## config.mk

```make
export PLATFORM = sky130hd
export DESIGN_NAME = baud_tick_gen
export DESIGN_NICKNAME = d
export VERILOG_FILES = /design/src/rtl/baud_tick_gen.sv
export SDC_FILE = /design/constraint.sdc
export NUM_CORES = 1
export LEC_CHECK = 0
export BUFFER_PORTS_ARGS = -buffer_cell sky130_fd_sc_hd__buf_2
export CORE_MARGIN = 2
export CORE_UTILIZATION = 45
export DETAILED_ROUTE_END_ITERATION = 6
export SLEW_MARGIN = 20
export SYNTH_ARGS = -nofsm -noshare
export SYNTH_HDL_FRONTEND = slang
export SYNTH_SLANG_ARGS = --single-unit
```

## constraint.sdc

```tcl
create_clock -name clk -period 3.2 [get_ports clk]
set_input_delay 0.48 -clock clk [delete_from_list [all_inputs] [get_ports clk]]
set_output_delay 0.48 -clock clk [all_outputs]
set_load 0.01 [all_outputs]
```

## src/rtl/baud_tick_gen.sv

```systemverilog
// Runtime-programmable baud tick generator: fractional oversample tick plus bit tick,
// with shadowed divisor updates and a resync input for start-bit phase alignment.
module baud_tick_gen #(
    parameter int unsigned DIV_W            = 16,
    parameter int unsigned FRAC_W           = 4,
    parameter int unsigned OVERSAMPLE       = 16,
    parameter int unsigned DEFAULT_DIV_INT  = 324,
    parameter int unsigned DEFAULT_DIV_FRAC = 8,
    localparam int unsigned OSW             = $clog2(OVERSAMPLE)
) (
    input  logic              clk,
    input  logic              areset,
    input  logic              en,
    input  logic [DIV_W-1:0]  div_int,
    input  logic [FRAC_W-1:0] div_frac,
    input  logic              div_load,
    input  logic              resync,
    output logic              os_tick,
    output logic              bit_tick,
    output logic [OSW-1:0]    os_idx,
    output logic              load_pending
);

    localparam logic [OSW-1:0]    OsLast      = OSW'(OVERSAMPLE - 1);
    localparam logic [DIV_W-1:0]  DefDivInt   = DIV_W'(DEFAULT_DIV_INT);
    localparam logic [FRAC_W-1:0] DefDivFrac  = FRAC_W'(DEFAULT_DIV_FRAC);

    logic [DIV_W:0]    cnt_q;
    logic [FRAC_W-1:0] acc_q;
    logic              ext_q;
    logic [OSW-1:0]    os_idx_q;
    logic [DIV_W-1:0]  act_int_q, shd_int_q;
    logic [FRAC_W-1:0] act_frac_q, shd_frac_q;
    logic              pend_q;
    logic              os_tick_q, bit_tick_q;

    logic              wrap;
    logic [DIV_W:0]    wrap_cnt;
    logic [FRAC_W:0]   acc_sum;
    logic [OSW-1:0]    os_idx_next;

    always_comb begin
        wrap_cnt    = {1'b0, act_int_q} + {{DIV_W{1'b0}}, ext_q};
        wrap        = en && (cnt_q == wrap_cnt);
        // MSB of the sum is the carry that stretches the following period by one cycle
        acc_sum     = {1'b0, acc_q} + {1'b0, act_frac_q};
        os_idx_next = (os_idx_q == OsLast) ? '0 : os_idx_q + 1'b1;
    end

    always_ff @(posedge clk or posedge areset) begin
        if (areset) begin
            cnt_q      <= '0;
            acc_q      <= '0;
            ext_q      <= 1'b0;
            os_idx_q   <= '0;
            act_int_q  <= DefDivInt;
            act_frac_q <= DefDivFrac;
            shd_int_q  <= DefDivInt;
            shd_frac_q <= DefDivFrac;
            pend_q     <= 1'b0;
            os_tick_q  <= 1'b0;
            bit_tick_q <= 1'b0;
        end else begin
            os_tick_q  <= 1'b0;
            bit_tick_q <= 1'b0;
            if (!en) begin
                cnt_q    <= '0;
                acc_q    <= '0;
                ext_q    <= 1'b0;
                os_idx_q <= '0;
                if (div_load) begin
                    shd_int_q  <= div_int;
                    shd_frac_q <= div_frac;
                    pend_q     <= 1'b1;
                end else if (pend_q) begin
                    act_int_q  <= shd_int_q;
                    act_frac_q <= shd_frac_q;
                    pend_q     <= 1'b0;
                end
            end else if (resync || wrap) begin
                if (resync) begin
                    cnt_q    <= '0;
                    acc_q    <= '0;
                    ext_q    <= 1'b0;
                    os_idx_q <= '0;
                end else begin
                    cnt_q      <= '0;
                    acc_q      <= acc_sum[FRAC_W-1:0];
                    ext_q      <= acc_sum[FRAC_W];
                    os_idx_q   <= os_idx_next;
                    os_tick_q  <= 1'b1;
                    bit_tick_q <= (os_idx_q == OsLast);
                end
                // A load coinciding with the period boundary governs the very next period
                if (div_load) begin
                    act_int_q  <= div_int;
                    act_frac_q <= div_frac;
                    shd_int_q  <= div_int;
                    shd_frac_q <= div_frac;
                end else if (pend_q) begin
                    act_int_q  <= shd_int_q;
                    act_frac_q <= shd_frac_q;
                end
                pend_q <= 1'b0;
            end else begin
                cnt_q <= cnt_q + 1'b1;
                if (div_load) begin
                    shd_int_q  <= div_int;
                    shd_frac_q <= div_frac;
                    pend_q     <= 1'b1;
                end
            end
        end
    end

    assign os_tick      = os_tick_q;
    assign bit_tick     = bit_tick_q;
    assign os_idx       = os_idx_q;
    assign load_pending = pend_q;

endmodule
```

# After elaboration in Yosys (flattened, before gate mapping)
# Index checks and enable logic that the tools add are counted.
# op_classes
muxes	32
add_sub_neg	4
n_eq_ne	5
reduce_logical	3
# ops
operator	count
2-to-1 mux 16 bit	5
2-to-1 mux 4 bit	12
2-to-1 mux 17 bit	2
adder 16 x 1 -> 17 bit	1
adder 17 x 1 -> 17 bit (second input constant)	1
equality test 17 bit	1
2-to-1 mux 1 bit	13
adder 4 x 4 -> 5 bit	1
adder 4 x 1 -> 4 bit (second input constant)	1
equality test 4 bit (second input constant)	1
inequality test 3 x 1 -> 1 bit (second input constant)	1
inequality test 2 x 1 -> 1 bit (second input constant)	1
inequality test 2 bit (second input constant)	1
AND reduction 2 bit	1
logical AND 1 bit	1
logical OR 1 bit	1
# totals
ff_bits	69
input_bits	25
output_inout_bits	7

# Logic depth before layout (Yosys ltp)
# Gate-level depths: netlist of the first run.
# logic_depth
word_depth	6
ltp_mapped	11
ltp_nobuf	9

# Least setup slack after synthesis of the first run
# Ideal clock, no wire load.
# synth_path
kind	reg2reg
startpoint	register ext_q
endpoint	register acc_q[3]
slack_ns	0.256
path_stages_with_launch	11
setup_time_ns	0.079
arrival_ns	2.864
cell_sequence	dfrtp_1 > ha_1 > ha_1 > or4b_2 > o221ai_1 > a21boi_0 > nor4_4 > and2_1 > buf_6 > buf_6 > mux2i_1
# synth_via
elab_chain_len	5
# synth_lines
item	line_no	source
from (decl)	30	logic ext_q;
from (signal assigned)	89	ext_q <= acc_sum[FRAC_W];
adder 16 x 1 -> 17 bit	43	wrap_cnt = {1'b0, act_int_q} + {{DIV_W{1'b0}}, ext_q};
equality test 17 bit	44	wrap = en && (cnt_q == wrap_cnt);
logical AND 1 bit	44	
logical OR 1 bit	80	end else if (resync || wrap) begin
inequality test 2 x 1 -> 1 bit (no source line)	-	
to (signal assigned)	88	acc_q <= acc_sum[FRAC_W-1:0];
to (decl)	29	logic [FRAC_W-1:0] acc_q;
# Every way passes these cells.
# A chain may end at the register's enable or synchronous reset.

# Final worst setup path of the first run
# layout_path
startpoint	register ext_q
endpoint	register act_frac_q[0]
# layout_via
elab_chain_len	6
# layout_lines
item	line_no	source
adder 16 x 1 -> 17 bit	43	
equality test 17 bit	44	
logical AND 1 bit	44	
logical OR 1 bit	80	
inequality test 2 x 1 -> 1 bit (no source line)	-	
AND reduction 2 bit (no source line)	-	
to (signal assigned)	57	act_frac_q <= DefDivFrac;
to (signal assigned)	77	act_frac_q <= shd_frac_q;
to (signal assigned)	97	act_frac_q <= div_frac;
to (decl)	33	logic [FRAC_W-1:0] act_frac_q, shd_frac_q;
# Every way passes these cells.

==> results by group, run 1 <==
Hold path
  – Worst Hold Class: primary input to async pin

Cells and area
  – Nets: 494
  – Commonest cells after routing, fill and taps aside: 61 x dfrtp_1, 41 x nand3_1, 32 x nor2_1, 31 x buf_2, 28 x nand2_1
  – Most common cell after layout, fill and taps aside: dfrtp_1
  – Fillers: 825
  – Sequential cell area: 0.00174 mm2
  – Ratio of cells with drive above 1 in the final layout: 22.2%
  – Layout area overhead: 14.1%
  – Ant diodes: 0
  – Area of the multi-input gates: 0.00223 mm2

Detailed routing
  – Detailed Route Iter0 Violations: 122
  – Via count: 3251
  – Routed wire per std cell: 16.1 um
  – DR pass1 iterations: 4
  – Residual DRC: 0
  – Antenna Nets Post-Route: 0
  – Final WL: 9.25 mm
  – Vias per cell: 5.67

Yosys
  – Library cells used by synthesis: 57
  – Number of enable flip-flop cells after synthesis: 0
  – Syn Area/Cell: 9.55 um2
  – Sequential share of the synthesized area: 42.5%
  – Synthesized area: 0.00409 mm2
  – Synthesized flop and latch total: 69
  – Synth warnings: 0
  – Post-synth ARST share: 100%
  – Syn Inst Count: 428
  – Synth Flop Type: dfrtp_1
  – Syn_nets: 462

STA
  – WHS: 0.151 ns
  – Crit path time final: 3.07 ns
  – Final worst slack: 0.134 ns
  – Period utilization: 95.8%
  – Final Hold Viols: 0
  – Worst Clk Skew: 0.00953 ns
  – Max_slew headroom: 43.5%
  – Final Max Slew Viols: 0
  – Fmax: 0.326 GHz
  – Worst-Margin Slew: 0.848 ns
  – Setup TNS: 0 ns
  – Setup violations, final: 0

Setup path
  – CP Max Fanout: 20
  – CP required: 3.42 ns
  – Reg2Reg Setup Slack: 0.13 ns
  – Crit path arrival time: 3.29 ns
  – CP endpoint kind: flop
  – Worst Setup Start Kind: flop
  – Setup CP Type: flop to flop

Global routing
  – Total grt overflow: 0
  – First-pass GRT wire length: 15.9 mm
  – Pin count of the biggest net entering global routing: 40
  – GR Util All Layers: 20.0%
  – Antenna violations before repair: 0
  – Vias in the first global route: 3183

Placed design
  – Place WS: 0.0870 ns
  – RePlAce Congestion: 0.869
  – Post-DP HPWL: 6.64 mm
  – I/O Buffers: 31

Floorplan
  – Die W: 99.3 um
  – Full die area: 0.00987 mm2
  – Row count: 34
  – Starting density of the core: 46.7%
  – Die H: 99.3 um
  – Core Area: 0.00876 mm2
  – Top Ports: 32

Clock network
  – TritonCTS clock tree: done
  – Clock Tree Root: clkbuf_8
  – CTS Buf Count: 9
  – Skew-Pair Late Insertion Delay: 0.35 ns
  – CTS Hold Bufs: 0
  – Clock sinks: 69
  – Clock buffer depth: 2
  – Clk slew on worst S/H paths: 0.08 ns
  – H-tree depth: 3

Power and ir drop
  – Overall power: 0.00229 W
  – Power Dens Cells: 490 mW/mm2
  – Static leakage: 1.93 nW
  – VDD IR max: 0.302 mV

Outcome
  – Outcome: finished, final reports clean

Flow run
  – Max-cap violations: 0
Yosys cell counts, drive strengths merged, types with 2 or more instances:
| library cell | n | area [um2] |
|---|---|---|
| dfrtp | 61 | 1530 |
| and2 | 2 | 12.5 |
| clkbuf | 20 | 76.3 |
| nor2b | 2 | 12.5 |
| buf | 8 | 51.3 |
| a2bb2oi | 19 | 166 |
| xnor2 | 22 | 193 |
| nor4 | 7 | 58.8 |
| nor4b | 2 | 17.5 |
| and3 | 4 | 25.0 |
| nand2b | 7 | 43.8 |
| nor3 | 20 | 100 |
| inv | 6 | 22.5 |
| ha | 8 | 100 |
| o31ai | 2 | 15.0 |
| a211o | 2 | 17.5 |
| xor2 | 12 | 105 |
| o211a | 2 | 20.0 |
| or3 | 4 | 25.0 |
| or4 | 2 | 15.0 |
| a21oi | 8 | 40.0 |
| o21ai | 24 | 120 |
| a21o | 2 | 15.0 |
| mux2 | 20 | 225 |
| nand3b | 21 | 158 |
| mux2i | 6 | 60.1 |
| nand2 | 29 | 109 |
| nand3 | 41 | 205 |
| nor2 | 32 | 120 |
| nand4 | 6 | 43.8 |
| dfstp | 8 | 210 |
| or4b | 3 | 33.8 |
path summary, 6_finish.rpt:
check / startpoint / cells after the start / endpoint
min in group clk: div_int[11] / 2 / shd_int_q[11]
max in group asynchronous: areset / 3 / act_int_q[6]
worst min-delay path: areset / 2 / shd_int_q[9]
worst min register to register: shd_int_q[0] / 1 / shd_int_q[0]
worst max register to register: ext_q / 11 / act_frac_q[0]
worst max-delay path: ext_q / 11 / act_frac_q[0]
worst max-delay path: stages (launching register included):
cell       delay (ns)
dfrtp_1          0.39
ha_2             0.22
ha_2             0.34
xnor2_1          0.11
nand3_1          0.09
a211o_1          0.29
or4b_4           0.55
nor4_4           0.39
buf_4            0.18
nor2_1           0.04
buf_6            0.17
a2bb2oi_1        0.16
routing by layer:
metal  GRT usage, %  wire [um]  share of wire (%)  vias to the layer above
li1               -          -                  -                     1612
met1           29.0       4620                 50                     1567
met2           30.6       4220                 46                       65
met3           3.65        335                3.6                        7
met4           6.11         82               0.89                        0
met5              0          0                  0                        -
cell type report:
| class | instances | area share, % |
|---|---|---|
| clock inverters | 6 | 2.39 |
| repair buffers | 49 | 6.57 |
| multi-input cells | 325 | 47.7 |
| clock buffers | 10 | 2.73 |
| inverters | 6 | 0.483 |
| flip-flops and latches | 69 | 37.2 |
| well taps | 108 | 2.90 |
registers in the layout, summed over array words and instances (netlist names):
register,flops
cnt_q,17
ext_q,1
shd_int_q,16
load_pending,1
bit_tick,1
act_int_q,16
os_idx,4
os_tick,1
acc_q,4
act_frac_q,4
shd_frac_q,4
what timing repair did:
action                     4_1_cts  5_1_grt
resized for setup                0        8
setup buffers                    0        3
setup endpoints to repair        0       47
metrics by stage:
stage                     utilization (%)  instances  area (um2)
final                                53.3        573        4670
after global routing                 53.3        573        4670
after CTS                            52.7        570        4620
after detailed placement             49.9        554        4380
after global placement               49.9        554        4380
after floorplan                         -        428        4090
cell families after synthesis:
kind of cell,after synthesis,share of synthesized area [%]
AO/OA/AOI/OAI,71,12.1
XOR/XNOR,34,7.28
adder cells (fa/ha/maj),9,2.94
buffers and inverters,34,3.67
flip-flops,69,42.5
multiplexers,26,6.98
AND/OR/NAND/NOR,185,24.5
power by group:
group | switching (W) | internal, W | total [W]
logic | 0.000200 | 0.000182 | 0.000382
registers | 0.0000917 | 0.000956 | 0.00105
clock network | 0.000340 | 0.000518 | 0.000858
total | 0.000632 | 0.00166 | 0.00229
(Power assumes the default switching activity.)
==> inputs of run 2 (changes only) <==
--- a/config.mk
+++ b/config.mk
@@ -5,7 +5,7 @@
 export SDC_FILE = /design/constraint.sdc
 export NUM_CORES = 1
 export LEC_CHECK = 0
-export BUFFER_PORTS_ARGS = -buffer_cell sky130_fd_sc_hd__buf_2
+export BUFFER_PORTS_ARGS = -buffer_cell sky130_fd_sc_hd__clkbuf_2
 export CORE_MARGIN = 2
 export CORE_UTILIZATION = 45
 export DETAILED_ROUTE_END_ITERATION = 6
==> results by group, run 2 (same netlist as run 1, synthesis figures left out) <==
Outcome
  – Outcome: finished, final reports clean

Floorplan
  – Starting density of the core: 46.7% (unchanged)
  – Full die area: 0.00987 mm2 (unchanged)
  – Die W: 99.3 um (unchanged)
  – Top Ports: 32 (unchanged)
  – Die H: 99.3 um (unchanged)
  – Row count: 34 (unchanged)
  – Core Area: 0.00876 mm2 (unchanged)

Detailed routing
  – Antenna Nets Post-Route: 0 (unchanged)
  – Via count: 3262 (+0.34%)
  – Final WL: 9.26 mm (about the same)
  – Routed wire per std cell: 16.1 um (-0.48%)
  – Residual DRC: 0 (unchanged)
  – Vias per cell: 5.66 (-0.18%)
  – Detailed Route Iter0 Violations: 148 (+21%)
  – DR pass1 iterations: 5 (+1)

Setup path
  – CP Max Fanout: 20 (unchanged)
  – Cells on worst reg2reg path: 11 (unchanged)
  – Setup CP Type: flop to flop
  – CP required: 3.42 ns (about the same)
  – CP endpoint kind: flop
  – Crit path arrival time: 3.29 ns (about the same)
  – Worst Setup Start Kind: flop

Global routing
  – Antenna violations before repair: 0 (unchanged)
  – Grt met2 use: 28.7% (-1.9 points)
  – Pin count of the biggest net entering global routing: 40 (unchanged)
  – GR Util All Layers: 19.7% (-0.34 points)
  – Busiest layer in global routing: met1
  – Total grt overflow: 0 (unchanged)
  – Met1 usage: 29.7% (+0.71 points)
  – GR Util met3: 4.01% (+0.35 points)
  – First-pass GRT wire length: 15.6 mm (-1.3%)
  – Vias in the first global route: 3086 (-3.0%)

STA
  – RSZ-0062 raised after global routing: no
  – WHS: 0.150 ns (-0.00137 ns)
  – Final Max Slew Viols: 0 (unchanged)
  – Max_slew headroom: 43.7% (+0.24 points)
  – Setup TNS: 0 ns (unchanged)
  – Fmax: 0.326 GHz (-0.18%)
  – Setup violations, final: 0 (unchanged)
  – Final Hold Viols: 0 (unchanged)
  – Worst-Margin Slew: 0.844 ns (-0.00358 ns)
  – Period utilization: 96.0% (+0.18 points)
  – Crit path time final: 3.07 ns (+0.00567 ns)
  – Worst Clk Skew: 0.0143 ns (+0.00475 ns)

Cells and area
  – Finished Layout Cells: 576 (+0.52%)
  – Layout area overhead: 13.2%
  – Nets: 497 (+0.61%)
  – Ratio of cells with drive above 1 in the final layout: 21.8% (-0.36 points)
  – Biggest register: cnt_q
  – Max FFs per register: 17 (unchanged)
  – Commonest cells after routing, fill and taps aside: 61 x dfrtp_1, 41 x nand3_1, 32 x nor2_1, 31 x clkbuf_2, 29 x nand2_1
  – Ant diodes: 0 (unchanged)
  – Top flop regs: cnt_q: 17 flops, act_int_q: 16 flops, shd_int_q: 16 flops
  – Most common cell after layout, fill and taps aside: dfrtp_1

Clock network
  – TritonCTS clock tree: done
  – Skew-Pair Late Insertion Delay: 0.34 ns (about the same)
  – Clock Tree Root: clkbuf_8
  – CTS Buf Count: 9 (unchanged)
  – Clock buffer depth: 2 (unchanged)
  – H-tree depth: 3 (unchanged)
  – Clock sinks: 69 (unchanged)
  – Clk slew on worst S/H paths: 0.08 ns (about the same)

Power and ir drop
  – Static leakage: 1.92 nW (-0.30%)
  – VDD IR max: 0.243 mV (-20%)
  – Power Dens Cells: 459 mW/mm2 (-6.4%)

Placed design
  – RePlAce Congestion: 0.902 (+3.7%)
  – Placed cells: 554 (unchanged)
  – Post-DP HPWL: 6.59 mm (-0.73%)
  – I/O Buffers: 31 (unchanged)

Hold path
  – Worst Hold Class: primary input to async pin

Flow run
  – Max-cap violations: 0 (unchanged)
[run 2: cell count changes in the layout (fill, tap and decap cells not counted), moves of 2 or more]
cell / change
buf_2: -31
buf_4: +2
bufinv_16: -2
clkbuf_1: +2
clkbuf_2: +31
[run 2: report_power, final]
part	internal, W	switching, W	total [W]
sequential	0.000956	0.0000901	0.00105
combinational	0.000186	0.000201	0.000388
clock	0.000360	0.000329	0.000689
total	0.00150	0.000621	0.00212
[run 2: critical path: stages, from the launching register on]
cell	delay [ns]
dfrtp_1	0.39
ha_2	0.21
ha_2	0.33
xnor2_1	0.11
nand3_1	0.09
a211o_1	0.30
or4b_4	0.55
nor4_4	0.41
buf_4	0.17
nor2_1	0.04
buf_6	0.17
a2bb2oi_1	0.16
[run 2: timing repair]
action / CTS / global route
setup endpoints to repair: 0 / 45
buffers inserted: 0 / 6
hold buffers: 0 / 0
resized for setup: 0 / 6
[run 2: worst paths after layout]
| check | end | slack [ns] | from |
|---|---|---|---|
| setup / recovery | act_frac_q[2] | 0.13 | ext_q |
| hold / removal | act_int_q[10] | 0.15 | areset |
| setup reg to reg | act_frac_q[2] | 0.13 | ext_q |
| hold reg to reg | shd_int_q[11] | 0.50 | shd_int_q[11] |
| max in group asynchronous | act_frac_q[3] | 2.24 | areset |
| min in group clk | shd_int_q[9] | 0.38 | div_int[9] |
[run 2: metrics by stage]
stage	cell area [um2]	util [%]	worst slack [ns]	total power [W]
5_1_grt	4630	52.8	0.0108	0.00224
2_1_floorplan	4090	-	0.256	0.00132
6_report	4630	52.8	0.128	0.00212
4_1_cts	4560	52.0	0.0664	0.00213
3_3_place_gp	4380	49.9	0.158	0.00142
3_5_place_dp	4380	49.9	0.0758	0.00143
[run 2: routing by layer]
layer  routed length (um)  vias up
met5                    0        -
met4                  114        0
met3                  369       10
met2                 4090       80
met1                 4690     1551
li1                     -     1621
[run 2: area by class of cell]
| class | instances | area (um2) |
|---|---|---|
| sequential | 69 | 1740 |
| inverter | 6 | 22.5 |
| timing repair buffer | 52 | 333 |
| clock buffer | 12 | 135 |
| fill | 841 | 4130 |
| tap | 108 | 135 |
| clock inverter | 4 | 48.8 |
| multi-input combinational | 325 | 2220 |
